`config.mk`:
```
export PLATFORM = sky130hd
export DESIGN_NAME = rcv_fifo_flat
export DESIGN_NICKNAME = d
export VERILOG_FILES = /design/src/rtl/rcv_fifo_if.sv /design/src/rtl/rcv_fifo.sv /design/src/flat_wrapper.sv
export SDC_FILE = /design/constraint.sdc
export NUM_CORES = 1
export LEC_CHECK = 0
export CORE_UTILIZATION = 40
export DETAILED_ROUTE_END_ITERATION = 8
export GPL_TIMING_DRIVEN = 0
export HOLD_SLACK_MARGIN = 0.1
export PLACE_DENSITY_LB_ADDON = 0.05
export SLEW_MARGIN = 20
export SYNTH_ARGS = -nofsm -noshare
export SYNTH_HDL_FRONTEND = slang
export SYNTH_SLANG_ARGS = --single-unit
```
`constraint.sdc`:
```
create_clock -name HCLK -period 4.8 [get_ports HCLK]
set_input_delay 0.48 -clock HCLK [delete_from_list [all_inputs] [get_ports HCLK]]
set_output_delay 0.48 -clock HCLK [all_outputs]
set_load 0.02 [all_outputs]
```
`src/rtl/rcv_fifo_if.sv`:
```
// Bus-side signal bundle of the receive word buffer: the address/data-phase
// capture inputs, the consumer pop and flush, and the status/data returned.
interface rcv_fifo_if #(
  parameter int WIDTH = 32,
  parameter int DEPTH = 8
) ();

  logic                     rcv_enq_word;
  logic                     HREADY;
  logic [WIDTH-1:0]         HWDATA;
  logic                     fifo_clr;
  logic                     deq;
  logic [WIDTH-1:0]         rdata;
  logic                     rcv_fifo_full;
  logic                     rcv_fifo_empty;
  logic [$clog2(DEPTH):0]   count;
  logic                     fifo_err;

  // Driver of the request side (decode block plus consumer).
  modport master (
    output rcv_enq_word, HREADY, HWDATA, fifo_clr, deq,
    input  rdata, rcv_fifo_full, rcv_fifo_empty, count, fifo_err
  );

  // The buffer itself.
  modport slave (
    input  rcv_enq_word, HREADY, HWDATA, fifo_clr, deq,
    output rdata, rcv_fifo_full, rcv_fifo_empty, count, fifo_err
  );

endinterface

```
`src/rtl/rcv_fifo.sv`:
```
// Receive-side word buffer of the AHB slave. A two-state capture FSM tracks
// the outstanding data phase of each accepted address phase, the captured
// words go into a DEPTH-entry FIFO, and the head word is shown ahead to the
// cipher/key-expansion consumer.
module rcv_fifo #(
  parameter int WIDTH = 32,
  parameter int DEPTH = 8
) (
  input  logic       HCLK,
  input  logic       HRESET,
  rcv_fifo_if.slave  bus
);

  localparam int AW = $clog2(DEPTH);
  localparam int CW = AW + 1;

  typedef enum logic {IDLE, PEND} state_t;

  state_t           state;
  logic [AW-1:0]    wptr;
  logic [AW-1:0]    rptr;
  logic [CW-1:0]    count;
  logic             fifo_err;
  logic [WIDTH-1:0] mem [DEPTH];

  logic wr_fire;   // data phase completes this cycle
  logic wr_ok;     // ... and there is room to keep the word
  logic rd_ok;     // pop of a stored word

  assign wr_fire = (state == PEND) && bus.HREADY;
  assign wr_ok   = wr_fire && (count != CW'(DEPTH));
  assign rd_ok   = bus.deq && (count != '0);

  // Capture FSM, pointers, occupancy and sticky error.
  // NOTE: sequential state uses non-blocking assignments so every register
  // samples the pre-edge values, independent of statement order.
  always_ff @(posedge HCLK or posedge HRESET) begin
    if (HRESET) begin
      state    <= IDLE;
      wptr     <= '0;
      rptr     <= '0;
      count    <= '0;
      fifo_err <= 1'b0;
    end else if (bus.fifo_clr) begin
      state    <= IDLE;
      wptr     <= '0;
      rptr     <= '0;
      count    <= '0;
      fifo_err <= 1'b0;
    end else begin
      // A phase only completes with HREADY high; otherwise hold (stretch).
      if (bus.HREADY) state <= bus.rcv_enq_word ? PEND : IDLE;
      if (wr_ok) wptr <= wptr + 1'b1;
      if (rd_ok) rptr <= rptr + 1'b1;
      case ({wr_ok, rd_ok})
        2'b10:   count <= count + 1'b1;
        2'b01:   count <= count - 1'b1;
        default: count <= count;
      endcase
      if ((wr_fire && !wr_ok) || (bus.deq && !rd_ok)) fifo_err <= 1'b1;
    end
  end

  // Word storage write port.
  // NOTE: the array has no reset; its contents are only observable through
  // rptr/count, which are reset, so clearing it would buy nothing.
  always_ff @(posedge HCLK) begin
    if (wr_ok && !bus.fifo_clr) mem[wptr] <= bus.HWDATA;
  end

  // Status is a function of registered state only; the pending reservation
  // counts as an occupied slot for full but not for empty.
  assign bus.rcv_fifo_full  = (count + CW'(state == PEND)) == CW'(DEPTH);
  assign bus.rcv_fifo_empty = (count == '0);
  assign bus.count          = count;
  assign bus.fifo_err       = fifo_err;
  assign bus.rdata          = mem[rptr];

endmodule

```
`src/flat_wrapper.sv`:
```
// flat-port wrapper written by rule: the top's interface ports become plain ports
module rcv_fifo_flat 
#(
  parameter int WIDTH = 32,
  parameter int DEPTH = 8
)
  (HCLK, HRESET, bus_rcv_enq_word, bus_HREADY, bus_HWDATA, bus_fifo_clr, bus_deq, bus_rdata, bus_rcv_fifo_full, bus_rcv_fifo_empty, bus_count, bus_fifo_err);
  rcv_fifo_if #(.WIDTH(WIDTH), .DEPTH(DEPTH)) bus_i ();
  input  logic HCLK;
  input  logic HRESET;
  input wire logic [$bits(bus_i.rcv_enq_word)-1:0] bus_rcv_enq_word;
  input wire logic [$bits(bus_i.HREADY)-1:0] bus_HREADY;
  input wire logic [$bits(bus_i.HWDATA)-1:0] bus_HWDATA;
  input wire logic [$bits(bus_i.fifo_clr)-1:0] bus_fifo_clr;
  input wire logic [$bits(bus_i.deq)-1:0] bus_deq;
  output wire logic [$bits(bus_i.rdata)-1:0] bus_rdata;
  output wire logic [$bits(bus_i.rcv_fifo_full)-1:0] bus_rcv_fifo_full;
  output wire logic [$bits(bus_i.rcv_fifo_empty)-1:0] bus_rcv_fifo_empty;
  output wire logic [$bits(bus_i.count)-1:0] bus_count;
  output wire logic [$bits(bus_i.fifo_err)-1:0] bus_fifo_err;
  assign bus_i.rcv_enq_word = bus_rcv_enq_word;
  assign bus_i.HREADY = bus_HREADY;
  assign bus_i.HWDATA = bus_HWDATA;
  assign bus_i.fifo_clr = bus_fifo_clr;
  assign bus_i.deq = bus_deq;
  assign bus_rdata = bus_i.rdata;
  assign bus_rcv_fifo_full = bus_i.rcv_fifo_full;
  assign bus_rcv_fifo_empty = bus_i.rcv_fifo_empty;
  assign bus_count = bus_i.count;
  assign bus_fifo_err = bus_i.fifo_err;
  rcv_fifo #(.WIDTH(WIDTH), .DEPTH(DEPTH)) u_core (.HCLK(HCLK), .HRESET(HRESET), .bus(bus_i));
endmodule
```
* Yosys cells after proc, flatten, opt, wreduce, memory -nomap -nowiden *
Memories as Yosys holds them, arrays and structs flattened.
Cells that the tools add are included.

storage, ports and cells
  output and inout bits = 39
  bits in registers = 12
  logic and storage cells = 45
  RAM bits = 256
  bits of input ports = 38
  memories = 1

operators by class
  equal/unequal tests = 4
  $add $sub $neg = 5
  reductions and logical operators = 17
  muxes and demuxes = 13

memories
  name        depth  bits a word  read ports  clocked after Yosys merged registers in  write ports  line            source
  u_core.mem  8      32           1           0                                        1            rcv_fifo.sv:24  logic [WIDTH-1:0] mem [DEPTH];

operators with widths
  kind                 number
  $mux 3               4
  $pmux 4 s2           1
  $reduce_bool 2->1    4
  $mux 1               7
  $add 3x1->3 const B  2
  $logic_and 1x1->1    6
  $add 4x1->4          1
  $add 4x1->4 const B  1
  $eq 4x4->1 const B   1
  $logic_not 4->1      1
  $mux 4               1
  $ne 4x4->1 const B   1
  $reduce_bool 4->1    1
  $sub 4x1->4 const B  1
  $logic_not 1->1      3
  $reduce_bool 3->1    1
  $eq 2x1->1 const B   1
  $eq 2x2->1 const B   1
  $logic_or 1x1->1     1

* Depth between registers and ports, before layout *
Gate-level depths: netlist (run 1).

  depth after elaboration = 7
  depth in mapped cells = 9
  depth with buffers taken out = 8

* Worst setup path after synthesis (run 1) *
OpenSTA, ideal clock, no wires.

  path kind = register -> register
  start = register u_core.count[1] (netlist: u_core.bus.count[1])
  end = memory u_core.mem[0][0], enable pin
  setup time = 501 ps
  cell stages (with the launch flop) = 6
  period minus slack after synthesis = 4860 ps
  arrival time = 4359 ps
  setup slack = -60 ps
  buffers on the path = 1
  required time = 4299 ps
  path through = dfrtp_1 -> buf_2 -> nor3_1 -> a21oi_2 -> nand2b_1 -> nor4_1

on the way
  word-level cells in the longest chain between the ends = 5

ends and longest elaborated chain
  what                          line            source
  start: declaration            rcv_fifo.sv:22  logic [CW-1:0] count;
  start signal: assignment      rcv_fifo.sv:56  2'b10: count <= count + 1'b1;
  start signal: assignment      rcv_fifo.sv:57  2'b01: count <= count - 1'b1;
  start signal: assignment      rcv_fifo.sv:58  default: count <= count;
  $ne 4x4->1                    rcv_fifo.sv:31  assign wr_ok = wr_fire && (count != CW'(DEPTH));
  $logic_and 1x1->1             rcv_fifo.sv:31
  $logic_and 1x1->1             rcv_fifo.sv:68  if (wr_ok && !bus.fifo_clr) mem[wptr] <= bus.HWDATA;
  $mux 1                        rcv_fifo.sv:68
  $mux 1 (not written as such)  rcv_fifo.sv:68
  end: declaration              rcv_fifo.sv:24

Every way passes these cells.

* Worst setup path in the final report (run 1) *
  start = register u_core.rptr[1]
  end = output bus_rdata[22]

on the way
  word-level cells in the longest chain between the ends = 1

ends and longest elaborated chain
  what                      line                source
  start: declaration        rcv_fifo.sv:21      logic [AW-1:0] rptr;
  start signal: assignment  rcv_fifo.sv:54      if (rd_ok) rptr <= rptr + 1'b1;
  $mem_v2 8x32              -
  end: declaration          flat_wrapper.sv:16  output wire logic [$bits(bus_i.rdata)-1:0] bus_rdata;

Every way passes these cells.

==> results.txt, run 1 <==
- Count of H-tree levels built during CTS: 1
- The mapped netlist covers between 10,000 and 15,000 sq um.
- The synthesized design contains 268 register bits.
- Vias/cell: 5.14
- In the synthesized netlist the dominant register cell turns out to be edfxtp_1.
- Maximum achievable frequency: 274 MHz
- Fin. max-slew vios: 0
- TritonCTS built the clock tree.
* Average size of a mapped cell: 22.6 sq um
- WP data arrival: 3.16 ns
* Clock buffer count from CTS: 28
* Setup repair after global routing missed its margin: false
* Pwr/cell area: 473 nW/um^2
* Antenna violations before repair: 1
- Min-Delay Path Class: input pin to async pin
- The floorplan step defined a die boundary enclosing between 20,000 and 30,000 sq um.
- Register-to-register path setup slack: 1.92 ns
* Count of endpoints failing hold in the final timing report: 0
* Final-report setup violation count: 0
* Status: complete, no violations
- Across the run, the number of max-cap violations was 0.
- The via count of the first global-routing pass is 5,187.
- The worst-case IR drop observed on VDD is 0.000231 V.
* Number of synthesized flops with an enable pin: 256
- In this run the static leakage power is 4.03 nW.
* Longest Clk Path Bufs: 3
- Detailed Routing Iterations Pass 1: 4
- Final worst path period need: 3.64 ns
- After synthesis, the most frequently instantiated cells are 256 x edfxtp_1, 64 x mux4_2, 33 x mux2_2, 18 x nor2_1, 12 x dfrtp_1.
- edfxtp_1 is the most common cell in the netlist.
- Die X: roughly 160 um
* Filler cells: 2,061
* Ports placed on the boundary: a little under 80
- After the flow finishes, the layout carries non-filler instances totaling around 930.
- Post-CTS timing repair inserted 0 buffers for setup.
* Startpoint of the worst-slack reg-to-reg timing path: u_core.bus.count[1]
- Chip height: 163 um
- Total design power: 6.05 mW
- GR Util All Layers: 0.166
* CTS clk-pin slew, worst paths: 0.06 ns
- At the pin with the least slew margin, the transition time is between 0.9 and 1 ns.
- The clock reaches the later pin of the worst-skew pair after 0.52 ns.
- Summed over all layers, the routed wires come to around 21,000 um.
- Quantity of gates resized following cts: 0
* Endpoint of the worst-slack reg-to-reg timing path: u_core.mem[0][7]
- Of the cells placed in the final design, the portion with a size suffix greater than 1 is 0.294.
- The core region is 25,400 sq um.
* Share of flip-flops with an asynchronous set or reset: 0.0448
- The net count of the finished layout is approximately 630.
* Type of destination of the critical path: output pin
- Total DRC errors in the routed layout: 0
* Routability congestion estimate: 0.755
* Type of element launching the critical path: register
* Wire length of the first global-routing pass: 32,000 um
* Leading cell types by total area after synthesis: edfxtp_1 74%, mux4_2 14%, mux2_2 3.6%
* Overall via count from detail_route: 4,793
- In this run the tool buffered the top-level ports with 75 buffer cells.
* Net count after synthesis: 505
- Count of clock tree sinks: 268
* Area share of the leading cell type in the synthesized netlist: 0.738
- Largest net degree at the start of global routing: 19
- Number of warnings issued by yosys: 0
* Root buf cell: clkbuf_16
* Sequential share of the synthesized area: 0.767
- The biggest area contributor in the post-synthesis netlist is edfxtp_1.
- The initial utilization of the core area, before any placement, comes to 0.410.
- Synthesis produced a netlist whose cell count is 461.
- Counting tap cells, the placed design contains a total of 881 instances.
* Rows: 58
* Growth of design area from synthesis to finish: 22.8%
- Number of cells on the worst reg-to-reg path: 7
- Crit share post-route: 0.759
- After detailed routing, the average wire length per cell comes to 22.6 um.
- The count of nets left with antenna violations once routing finished came out at 0.
* Rel. slew slack: 0.398
* Req. time, crit path: roughly 4.3 ns
- Of all nets on the critical path, the largest fanout is 10.
- Initial DRC Count: 347
- Remaining global-route overflow: 0
- Start-to-end type of the worst setup path: register to output pin
- Half-perimeter wire length after placement: 13,200 um
- Count of distinct cell types in the synthesized netlist: 33
- On the final layout, the worst clock skew is 0.0100 ns.
- Hold-fix buffer count after cts: 0
-- per-layer routing --
layer  routed length, um  global-route usage  vias up  share of wire
met5                   0                   0        -              0
met1                9440               0.230     2511           0.45
met3                 735              0.0262       27          0.035
li1                    -                   -     2168              -
met4                 294              0.0404        0          0.014
met2               10600               0.276       87           0.50
-- worst max-delay path by stage --
| stage | slack, ns | end | cells past startpoint | startpoint |
|---|---|---|---|---|
| final | 1.16 | bus_rdata[22] | 5 | u_core.rptr[1] |
| after global routing | 1.02 | bus_rdata[19] | 5 | u_core.rptr[1] |
| after CTS | 1.11 | bus_rdata[22] | 5 | u_core.rptr[1] |
| after detailed placement | 1.53 | u_core.mem[0][14] | 7 | bus_HREADY |
| after global placement | -1.11 | u_core.mem[0][16] | 5 | bus_HREADY |
| after floorplan | 1.29 | u_core.mem[0][0] | 5 | u_core.bus.count[1] |
-- where the power goes --
part,switching (mW),total [mW],leakage (nW),internal (mW)
sequential,0.0225,2.61,2.47,2.59
combinational,0.637,1.34,1.12,0.703
clock,0.846,2.10,0.441,1.26
-- state kept, by name, summed over array words and instances (netlist names) --
signal,flops
u_core.mem,256
u_core.bus.count,4
u_core.bus.fifo_err,1
u_core.wptr,3
u_core.state,1
u_core.rptr,3
-- placed cells by master, fill, tap and decap left out, drive strengths merged, types with 5 or more instances in the layout --
cell           Yosys  layout
a21oi              6       6
nor2              18      18
clkbuf             8      48
mux2              33      33
mux4              64      64
xnor2              5       5
ha                 6       6
dfrtp             12      12
clkdlybuf4s50      0      75
buf               16      31
edfxtp           256     256
nand2              9       9
clkinv             0       8
-- stage by stage --
step / setup WS, ns / hold WS, ns / utilization / setup TNS (ns) / cell area [sq um]
floorplan: 1.29 / 0.345 / - / 0 / 10400
global placement: -1.11 / 0.492 / 0.457 / -126.15 / 11600
detailed placement: 1.53 / 0.506 / 0.468 / 0 / 11900
CTS: 1.11 / 0.287 / 0.504 / 0 / 12800
global route: 1.02 / 0.322 / 0.504 / 0 / 12800
finish: 1.16 / 0.290 / 0.504 / 0 / 12800
-- layout make-up --
cell class                 instances  area (sq um)  area share
tap                              330           413      0.0323
clock buffer                      40           797      0.0623
sequential                       268          7990       0.624
multi-input combinational        167          2380       0.186
buffer                            24           116     0.00909
clock inverter                    11           104     0.00812
antenna                            1          2.50    0.000196
inverter                           2          7.51    0.000587
timing repair buffer              90           985      0.0770
-- critical path: stages, from the launching register on --
cell             delay (ns)
dfrtp_1                0.40
buf_2                  0.28
buf_1                  0.71
mux4_2                 0.42
mux2_2                 0.29
clkdlybuf4s50_1        0.54
-- cell families after synthesis --
family,share of synthesized area
DFF,0.767
xor gates and xnor gates,0.00829
AOI/OAI and AO/OA,0.0106
and+or+nand+nor,0.0175
adders and majority gates,0.00721
muxes,0.178
buffers and inverters,0.0119
Note: power is estimated with default switching activity, not from simulation.
==> inputs of run 2 (changes only) <==
==> constraint.sdc (replaced) <==
create_clock -name HCLK -period 3.81 [get_ports HCLK]
set_input_delay 0.381 -clock HCLK [delete_from_list [all_inputs] [get_ports HCLK]]
set_output_delay 0.381 -clock HCLK [all_outputs]
set_load 0.02 [all_outputs]
==> results of run 2 <==
Same layout as run 1 (identical final DEF). Status: complete, no violations.
Main changes from that run: setup slack after placement 1.53 ns -> 0.638 ns; setup slack after layout 1.16 ns -> 0.264 ns; hold slack 0.290 ns -> 0.191 ns; register-to-register setup slack 1.92 ns -> 0.93 ns; total power 6.05 mW -> 7.63 mW; worst IR drop on VDD 0.000231 V -> 0.000292 V
==> inputs of run 3 (changes only) <==
--- a/config.mk
+++ b/config.mk
@@ -5,6 +5,7 @@
 export SDC_FILE = /design/constraint.sdc
 export NUM_CORES = 1
 export LEC_CHECK = 0
+export CORE_MARGIN = 2
 export CORE_UTILIZATION = 40
 export DETAILED_ROUTE_END_ITERATION = 8
 export GPL_TIMING_DRIVEN = 0
==> results.txt, run 3 (synthesis gave the netlist of run 1 again) <==
- The residual antenna-violating net count after detailed routing came to 0 (unchanged).
- Rows: 59 (+1.7%)
* Number of flip-flops under the largest register name: 256 (unchanged)
* Remaining global-route overflow: 0 (unchanged)
* Vias in the first global route: 5,241 (+1.0%)
* Initial DRC Count: 302 (-13%)
- Starting density of the core: 0.403 (-0.00695)
- The number of buffers inserted for hold repair after clock tree synthesis was 0 (unchanged).
* Largest net degree at the start of global routing: 19 (unchanged)
- Quantity of gates resized following cts: 0 (unchanged)
- The run finished with clean final reports.
- The y dimension of the die was 165 um (+1.2%).
- The final cell area excluding filler cells is 12,800 sq um (+0.40%).
- Tracing the worst setup path back leads to its startpoint at u_core.rptr[1].
- Start-to-end type of the worst setup path: register to output pin
* Max Cap Violations: 0 (unchanged)
* Wirelength per Cell: 22.0 um (-2.6%)
- The number of hold violations in the final report came to 0 (unchanged).
- Int Pwr: ~5.7 mW
* Placeable core area: 25,800 sq um (+1.7%)
- Dividing the final minimum period by the clock period gives 0.926.
- Part of the power in the clock network: 0.347 (about the same)
- The number of antenna violations at the first check in global routing is 1 (unchanged).
- Final worst path period need: 3.53 ns
* Post-detailed-placement cell area: 11,900 sq um (+0.41%)
- The number of detailed-routing iterations run before antenna repair is 4 (unchanged).
- Port Buffer Count: 75 (unchanged)
* Clock tree from TritonCTS: done
- CTS clk-pin slew, worst paths: 0.06 ns (about the same)
- WP data arrival: 3.15 ns (about the same)
* Count of H-tree levels built during CTS: 1 (unchanged)
- Largest Register: u_core.mem
- Sw frac: 0.247
- Peak supply drop: roughly 0.00042 V
- Compared with the post-synthesis result, the final layout area differs by 23.3%.
- Setup repair after global routing missed its margin: false
* Regs by FF count: u_core.mem (256), u_core.bus.count (4)
* Startpoint of the worst-slack reg-to-reg timing path: u_core.bus.count[1]
* Portion of total power attributed to combinational logic: 0.221 (about the same)
- The post-layout net count was 626 (+0.16%).
- The critical-path maximum fanout was 10 (unchanged).
* Maximum achievable frequency: approximately 280 MHz
- Total DRC errors in the routed layout: 0 (unchanged)
* Count of clock tree sinks: 268 (unchanged)
- The max-slew headroom at the worst pin was 0.419 (+0.0216).
- In this run the worst hold path is classified as input pin to async pin.
* Sequential group share of total power: 0.432 (about the same)
- Final-report setup violation count: 0 (unchanged)
- P_leak: 4.06 nW (+0.65%)
- The total routed wirelength is 20,700 um (-2.0%).
- The first-pass GRT wire length came to 31,300 um (-2.4%).
- The final number of max-transition violations is 0 (unchanged).
- In this run the power density over the cells is about 590 nW/um^2.
* Type of destination of the critical path: output pin
* Clock Latency Late Sink: 0.53 ns (about the same)
- GR Util All Layers: 0.157 (-0.00917)
* End-of-flow core utilization: 0.497 (-0.00655)
* Vias/cell: 5.21 (+1.4%)
- The TritonCTS buffer count came to 28 (unchanged).
- The maximum buffer depth of the clock tree came to 3 (unchanged).
- The clock skew was 0.00594 ns (-0.00409 ns).
- Type of element launching the critical path: register
* Number of inserted diodes: 0 (-1)
- The sum of net half-perimeters after detailed placement is 13,200 um (about the same).
- Ports placed on the boundary: 77 (unchanged)
- Overall via count from detail_route: 4,889 (+2.0%)
- The actual transition at the worst max-transition pin is 0.871 ns (-0.0324 ns).
* Psw: 1.88 mW
* Die X: 165 um (+1.2%)
- Leaving out fill and tap cells, the most frequent cells in the layout are 256 x edfxtp_1, 75 x clkdlybuf4s50_1, 64 x mux4_2.
- Root buf cell: clkbuf_16
- Proportion of layout cells with a drive suffix above 1: 0.296 (+0.00234)
- The number of setup buffers added after CTS was 0 (unchanged).
* Final-layout worst hold slack: 0.183 ns
- The global placement routability congestion was 0.703 (-6.9%).
- Most frequent standard cell in the layout excluding fill and tap cells: edfxtp_1
- Data on the critical path is required at its endpoint by 3.43 ns.
* Die Footprint: 27,400 sq um (+2.5%)
-- run 3: area by class of cell --
cell class	instances	area (sq um)
sequential	268	7990
multi-input combinational	167	2380
fill	2119	13000
clock buffer	36	752
buffer	24	116
inverter	2	7.51
clock inverter	16	154
timing repair buffer	91	1030
tap	335	419
-- run 3: power by group through the flow --
stage	clock [mW]	sequential (mW)	combinational, mW
finish	2.65	3.29	1.68
detailed placement	0	3.35	1.72
floorplan	0	3.37	1.13
global placement	0	3.35	1.71
global route	2.83	3.30	1.83
CTS	2.73	3.29	1.73
-- run 3: path summary, 6_finish.rpt --
kind,slack [ns],endpoint,cells after the start
min in group HCLK,0.30,u_core.rptr[1],2
setup / recovery,0.28,bus_rdata[22],5
hold / removal,0.18,u_core.state,2
hold reg to reg,0.51,u_core.bus.fifo_err,2
max in group asynchronous,3.29,u_core.bus.count[2],2
setup reg to reg,1.06,u_core.mem[6][18],6
-- run 3: through the flow --
| step | setup TNS [ns] | power (mW) | worst slack (ns) | std cells |
|---|---|---|---|---|
| floorplan | 0 | 4.51 | 0.296 | 461 |
| global placement | -348.39 | 5.06 | -2.07 | 871 |
| detailed placement | 0 | 5.08 | 0.786 | 887 |
| CTS | 0 | 7.75 | 0.207 | 939 |
| global route | 0 | 7.95 | 0.125 | 939 |
| finish | 0 | 7.62 | 0.281 | 939 |
-- run 3: critical path: stages (launching register included) --
cell and delay, ns:
dfrtp_1 0.40, buf_2 0.27, buf_1 0.69, mux4_2 0.42
mux2_2 0.28, clkdlybuf4s50_1 0.54
-- run 3: metal layers --
layer  GRT usage  wire [um]  up-vias
li1            -          -     2165
met1       0.211       9050     2590
met2       0.269      10400      103
met3      0.0287        915       29
met4      0.0368        331        2
met5           0         11        -
